## src/rtl/cla_adder_32bit.sv

```systemverilog
// 32-bit two-level carry-lookahead adder with registered sum and carry-out.
// Bits are grouped in eight 4-bit CLA blocks. Two 4-group lookahead units form
// super-groups that are combined with cin, so no carry ripples serially through
// more than one group.
module cla_adder_32bit (
    input  logic        clk,
    input  logic        rst_n,
    input  logic [31:0] A,
    input  logic [31:0] B,
    input  logic        cin,
    output logic [31:0] sum,
    output logic        cout
);

    logic [31:0] w_g;
    logic [31:0] w_p;
    logic [7:0]  w_gg;
    logic [7:0]  w_pg;
    logic [8:0]  w_gc;   // group carry-ins; w_gc[8] is the carry-out
    logic [31:0] w_c;    // per-bit carry-ins
    logic [31:0] w_sum;
    logic [1:0]  w_sg;
    logic [1:0]  w_sp;
    logic [3:0]  w_la_lo;
    logic [3:0]  w_la_hi;
    logic [31:0] r_sum;
    logic        r_cout;

    // Fully expanded 4-wide lookahead: returns {c3, c2, c1, c0} from ci.
    // Shared by the bit-level groups and the group-level lookahead units.
    function automatic logic [3:0] f_carry4(input logic [3:0] g, input logic [3:0] p,
                                            input logic ci);
        logic [3:0] c;
        c[0] = ci;
        c[1] = g[0] | (p[0] & ci);
        c[2] = g[1] | (p[1] & g[0]) | (p[1] & p[0] & ci);
        c[3] = g[2] | (p[2] & g[1]) | (p[2] & p[1] & g[0]) | (p[2] & p[1] & p[0] & ci);
        return c;
    endfunction

    // Block generate over four positions.
    function automatic logic f_gen4(input logic [3:0] g, input logic [3:0] p);
        return g[3] | (p[3] & g[2]) | (p[3] & p[2] & g[1]) | (p[3] & p[2] & p[1] & g[0]);
    endfunction

    // Bit-level generate/propagate.
    always_comb begin
        w_g = A & B;
        w_p = A ^ B;
    end

    // Per-group block propagate/generate.
    always_comb begin
        w_gg = '0;
        w_pg = '0;
        for (int k = 0; k < 8; k++) begin
            w_pg[k] = &w_p[4*k +: 4];
            w_gg[k] = f_gen4(w_g[4*k +: 4], w_p[4*k +: 4]);
        end
    end

    // Two-level lookahead: super-group P/G, then group carries from cin.
    always_comb begin
        w_sp[0] = &w_pg[3:0];
        w_sp[1] = &w_pg[7:4];
        w_sg[0] = f_gen4(w_gg[3:0], w_pg[3:0]);
        w_sg[1] = f_gen4(w_gg[7:4], w_pg[7:4]);
        w_gc    = '0;
        w_gc[0] = cin;
        w_gc[4] = w_sg[0] | (w_sp[0] & cin);
        w_gc[8] = w_sg[1] | (w_sp[1] & w_sg[0]) | (w_sp[1] & w_sp[0] & cin);
        w_la_lo = f_carry4(w_gg[3:0], w_pg[3:0], cin);
        w_la_hi = f_carry4(w_gg[7:4], w_pg[7:4], w_gg[3] | (w_pg[3] & w_la_lo[3]));
        w_la_hi = f_carry4(w_gg[7:4], w_pg[7:4], w_sg[0] | (w_sp[0] & cin));
        w_gc[3:1] = w_la_lo[3:1];
        w_gc[7:5] = w_la_hi[3:1];
    end

    // Bit carries inside each group and the sum.
    always_comb begin
        w_c = '0;
        for (int k = 0; k < 8; k++) begin
            w_c[4*k +: 4] = f_carry4(w_g[4*k +: 4], w_p[4*k +: 4], w_gc[k]);
        end
        w_sum = w_p ^ w_c;
    end

    // Output register, cleared asynchronously while reset is low.
    always_ff @(posedge clk or negedge rst_n) begin
        if (!rst_n) begin
            r_sum  <= 32'h0;
            r_cout <= 1'b0;
        end else begin
            r_sum  <= w_sum;
            r_cout <= w_gc[8];
        end
    end

    assign sum  = r_sum;
    assign cout = r_cout;

endmodule

```

## config.mk

```make
export PLATFORM = sky130hd
export DESIGN_NAME = cla_adder_32bit
export DESIGN_NICKNAME = d
export VERILOG_FILES = /design/src/rtl/cla_adder_32bit.sv
export SDC_FILE = /design/constraint.sdc
export NUM_CORES = 1
export LEC_CHECK = 0
export CORE_UTILIZATION = 31
export CTS_CLUSTER_SIZE = 25
export DETAILED_ROUTE_END_ITERATION = 10
export PLACE_DENSITY_LB_ADDON = 0.1
export SETUP_SLACK_MARGIN = 0.02
export SYNTH_ARGS = -nofsm -noshare
export SYNTH_HDL_FRONTEND = slang
export SYNTH_SLANG_ARGS = --single-unit
export TNS_END_PERCENT = 10
```

## constraint.sdc

```tcl
create_clock -name clk -period 0.8 [get_ports clk]
set_input_delay 0.2 -clock clk [delete_from_list [all_inputs] [get_ports clk]]
set_output_delay 0.2 -clock clk [all_outputs]
set_load 0.01 [all_outputs]
```

## After elaboration in Yosys (flattened, before gate mapping)

Index checks and enable logic that the tools add are counted.

| word-level totals | value |
|---|---|
| register bits | 33 |
| input bits | 67 |
| output and inout bits | 33 |

| operators by class | value |
|---|---|
| bitwise logic cells | 240 |
| reduce and logical (&&, ||, !) cells | 10 |

Operators with widths:

| operator | count |
|---|---|
| AND 1 bit | 144 |
| bitwise OR 1 bit | 93 |
| bitwise XOR 32 bit | 2 |
| AND 32 bit | 1 |
| AND reduction 16 bit | 2 |
| AND reduction 4 bit | 8 |

## Logic depth before layout (Yosys ltp)

| depth | value |
|---|---|
| word-level depth | 15 |
| mapped depth | 11 |

## Worst setup path after synthesis

Ideal clock, no wire load.

| timing path | value |
|---|---|
| path type | input to register |
| from | input A[13] |
| to | register r_sum[29] (netlist: sum[29]) |
| data arrival time | 2306 ps |
| data required time | 673 ps |
| path slack | -1633 ps |
| cell stages on the path | 10 |
| path through | ha_1 and3_1 and2_4 a221oi_2 inv_2 o21ai_1 a211oi_1 or2_1 fa_1 xor2_1 |

| on the way | value |
|---|---|
| cells in the longest elaborated chain, start to end | 13 |
| elaborated cells on any way between the ends | 24 |
| classes of those cells | bitwise: 22; reduce/logical: 2 |

Ends and longest elaborated chain:

| element | RTL line | RTL |
|---|---|---|
| from (decl) | 8 | `input logic [31:0] A,` |
| AND 32 bit or bitwise XOR 32 bit (tied branches) | 48, 49 |  |
| AND 1 bit | 43 | `return g[3] \| (p[3] & g[2]) \| (p[3] & p[2] & g[1]) \| (p[3] & p[2] & p[1] & g[0]);` |
| bitwise OR 1 bit or AND 1 bit (tied branches) | 43 |  |
| bitwise OR 1 bit (4 in series) | 43 |  |
| bitwise OR 1 bit (*) | 74 | `w_la_hi = f_carry4(w_gg[7:4], w_pg[7:4], w_sg[0] \| (w_sp[0] & cin));` |
| AND 1 bit (*) | 37 | `c[3] = g[2] \| (p[2] & g[1]) \| (p[2] & p[1] & g[0]) \| (p[2] & p[1] & p[0] & ci);` |
| bitwise OR 1 bit (*) | 37 |  |
| AND 1 bit (*) | 35 | `c[1] = g[0] \| (p[0] & ci);` |
| bitwise OR 1 bit (*) | 35 |  |
| bitwise XOR 32 bit (*) | 85 | `w_sum = w_p ^ w_c;` |
| net w_sum[29] | 21 | `logic [31:0] w_sum;` |
| to (signal assigned) | 94 | `r_sum <= w_sum;` |
| to (decl) | 26 | `logic [31:0] r_sum;` |

Mark *: on every way through the listed nets, which the timed path passes. The rest lies on a longest branch.

## Final worst setup path

| timing path | value |
|---|---|
| from | input B[12] |
| to | register r_sum[29] (netlist: sum[29]) |

| on the way | value |
|---|---|
| cells in the longest elaborated chain, start to end | 12 |
| elaborated cells on any way between the ends | 21 |
| classes of those cells | bitwise: 19; reduce/logical: 2 |

Ends and longest elaborated chain:

| element | RTL line | RTL |
|---|---|---|
| from (decl) | 9 | `input logic [31:0] B,` |
| bitwise XOR 32 bit or AND 32 bit (tied branches) | 49, 48 |  |
| AND reduction 4 bit or AND 1 bit (tied branches) | 57, 43 |  |
| AND 1 bit or bitwise OR 1 bit (tied branches) | 43 |  |
| bitwise OR 1 bit or AND 1 bit (tied branches) (2 in series) | 43 |  |
| bitwise OR 1 bit | 43 |  |
| bitwise OR 1 bit (*) | 74 |  |
| AND 1 bit (*) | 37 |  |
| bitwise OR 1 bit (*) | 37 |  |
| AND 1 bit (*) | 35 |  |
| bitwise OR 1 bit (*) | 35 |  |
| bitwise XOR 32 bit (*) | 85 |  |
| net w_sum[29] | 21 |  |

Marks and branches as above.

==> results by group <==
Global route
  – Total Routing Usage GR: 17.9%
  – Initial antenna violation count: 0
  – GRT Residual Overflow: 0
  – First-pass GRT wire length: 10.7 mm
  – Vias in the first global route: roughly 2400
  – Pin count of the biggest net entering global routing: 34

Clock tree
  – Maximum buffer depth of the clock tree: 2
  – Number of CTS-inserted buffers: 5
  – TritonCTS clock tree: yes
  – Clk sinks: 33
  – Depth of the CTS H-tree: 2
  – Root buf cell: clkbuf_8
  – Reg clk slew, reported paths: 0.07 ns

Floorplanning
  – Die Y: a little under 90 µm
  – Starting Density: 32.8%
  – Die area: between 0.007 and 0.008 mm²
  – Chip width: a little under 90 µm
  – Ports: 100
  – Row count: 30
  – Core Footprint: 0.00694 mm²

Logic synthesis
  – Main synth FF type: dfrtp_1
  – Post-synth EDFFs: 0
  – #FFs+latches synth: 33
  – Register area share after synthesis: 36.3%
  – Synthesized area: 0.00228 mm²
  – Synth async-reset ratio: 100%
  – Synth Warn #: 0
  – Post-synthesis cell count: 216
  – Count of cell types in the netlist: 42
  – Synth Area per Inst: 10.5 µm²
  – Synth Net Count: 323

STA
  – Maximum clock frequency: ~480 MHz
  – Setup tns final: -35.28 ns
  – Worst-Margin Slew: ~0.36 ns
  – Final Cycle Share: 261%
  – Worst rel slew slack: 75.1%
  – Final setup violating endpoints: 64
  – Hold Vio Cnt, Final: 0
  – Slew Limit Fails: 0
  – PnR worst setup slack: -1.29 ns
  – Final Critical Period: 2.09 ns
  – RSZ-0062 raised after global routing: true

Power and ir drop
  – Lkg Pwr: between 0.002 and 0.0025 µW
  – Peak VDD IR: 0.000746 V
  – Cell Pwr Density: between 1000 and 1500 mW/mm²

Flow run
  – Max-cap viol count: 0

Detailed routing
  – 1st-pass router iterations: 4
  – Via count: 2326
  – Initial DRC count: 28
  – Vias/cell: 4.64
  – Wire length per cell: 13.1 µm
  – Antenna Nets Post-Route: 0
  – # DRC: 0
  – Final wirelength: 6.58 mm

Place
  – Detailed Place HPWL: 4.67 mm
  – Routability cong.: 0.798
  – IO buf count: 99
  – Pre-CTS setup slack: -2.05 ns

Final layout
  – Most common cell after layout, fill and taps aside: buf_4
  – Synthesis-to-layout area growth: 97.7%
  – Share of cells above drive strength 1: 58.0%
  – Layout Nets: approximately 510
  – ANT cells: 0
  – Most frequent cells in the layout: buf_4, buf_2, dfrtp_1

Worst setup path
  – Crit path cell chain: buf_8 > ha_4 > and3_4 > and2_4 > a221oi_4 > inv_2 > o21ai_4 > a211oi_2 > or2_1 > fa_2 > xor2_1
  – CP Class: input pin to flip-flop
  – Req. time, crit path: approximately 0.98 ns
  – Slowest CP cell: fa_2
  – Worst-path maximum fanout: 3
  – CP endpoint kind: flip-flop
  – Critical Path Max Stage Delay: 0.36 ns
  – Worst path arrival time: 2.27 ns
  – Setup crit start kind: input pin

Hold path
  – Hold Path Class: input pin to flip-flop

Outcome
  – Failing checks: setup timing
  – Status: finished with violations
## state kept, by name, indices dropped and copies added (netlist names)
name / cells
cout: 1
sum: 32
## metal layers
metal	wire length, µm	GRT usage [%]	vias to the layer above
met2	3270	31.6	70
met4	85	6.71	0
met1	2810	21.4	1083
li1	-	-	1166
met3	412	3.58	7
met5	0	0	-
## power breakdown
group	internal, µW	total, µW	switching, µW
combinational	1670	3010	1340
sequential	2010	2110	97.8
clock	684	1320	634
total	4360	6430	2070
## final timing paths
path | from | endpoint | cells after the start
worst min-delay path | A[20] | sum[20] | 2
min in group asynchronous | rst_n | sum[0] | 3
max in group asynchronous | rst_n | sum[17] | 3
worst max-delay path | B[12] | sum[29] | 11
## cells by family after synthesis
family / count (synthesis) / share of synthesized area (%)
AOI/OAI and AO/OA: 60 / 17.9
xor gates and xnor gates: 18 / 6.92
and+or+nand+nor: 54 / 12.5
DFF: 33 / 36.3
adders and majority gates: 40 / 24.6
buffers and inverters: 11 / 1.81
## final cells by class
cell class	instances	area, µm²
inverter	10	37.5
fill	549	2440
multi-input combinational	172	1970
clock buffer	7	86.3
tap	96	120
sequential	33	826
timing repair buffer	183	1460
## cells in the mapped netlist, drive strengths merged (2+ instances only)
| cell type | number | share of area [%] |
|---|---|---|
| a21o | 11 | 3.6 |
| xnor2 | 8 | 3.1 |
| a2111oi | 2 | 0.77 |
| o21a | 2 | 0.66 |
| xor2 | 10 | 3.8 |
| o21ai | 11 | 2.4 |
| nor2 | 10 | 1.6 |
| fa | 8 | 7.0 |
| nand2 | 11 | 1.8 |
| nand4 | 3 | 0.82 |
| nand3 | 3 | 0.66 |
| nor2b | 2 | 0.55 |
| a21boi | 2 | 0.66 |
| ha | 32 | 18 |
| inv | 10 | 1.6 |
| nand2b | 4 | 1.1 |
| or3 | 3 | 0.82 |
| and3 | 2 | 0.55 |
| and2 | 4 | 1.2 |
| o2111ai | 4 | 1.8 |
| a211oi | 4 | 1.3 |
| a21oi | 18 | 4.1 |
| nor3 | 6 | 1.3 |
| dfrtp | 33 | 36 |
## critical path, delay by kind of cell
| kind | cells | cell delay, ns |
|---|---|---|
| simple gates | 3 | 0.57 |
| xor+xnor | 1 | 0.15 |
| compound gates | 3 | 0.55 |
| buf+inv | 2 | 0.20 |
| fa+ha+maj | 2 | 0.59 |
## stage by stage
stage / hold slack (ns) / util [%] / std cells / area, µm² / total power [µW]
2_1_floorplan: -0.0956 / - / 216 / 2440 / 3300
3_3_place_gp: 0.179 / 58.7 / 480 / 4080 / 4960
3_5_place_dp: 0.179 / 58.7 / 480 / 4080 / 4980
4_1_cts: 0.303 / 63.7 / 500 / 4420 / 6380
5_1_grt: 0.270 / 64.8 / 501 / 4500 / 6870
6_report: 0.271 / 64.8 / 501 / 4500 / 6430
## repair_timing
| item | in CTS | in global routing |
|---|---|---|
| setup buffers | 12 | 1 |
| hold endpoints to repair | 33 | 0 |
| resized for setup | 347 | 36 |
| hold buffers | 1 | 0 |
| pin swaps | 70 | 35 |
| setup endpoints to repair | 66 | 65 |
No activity file was read; power rests on OpenSTA's default activity.
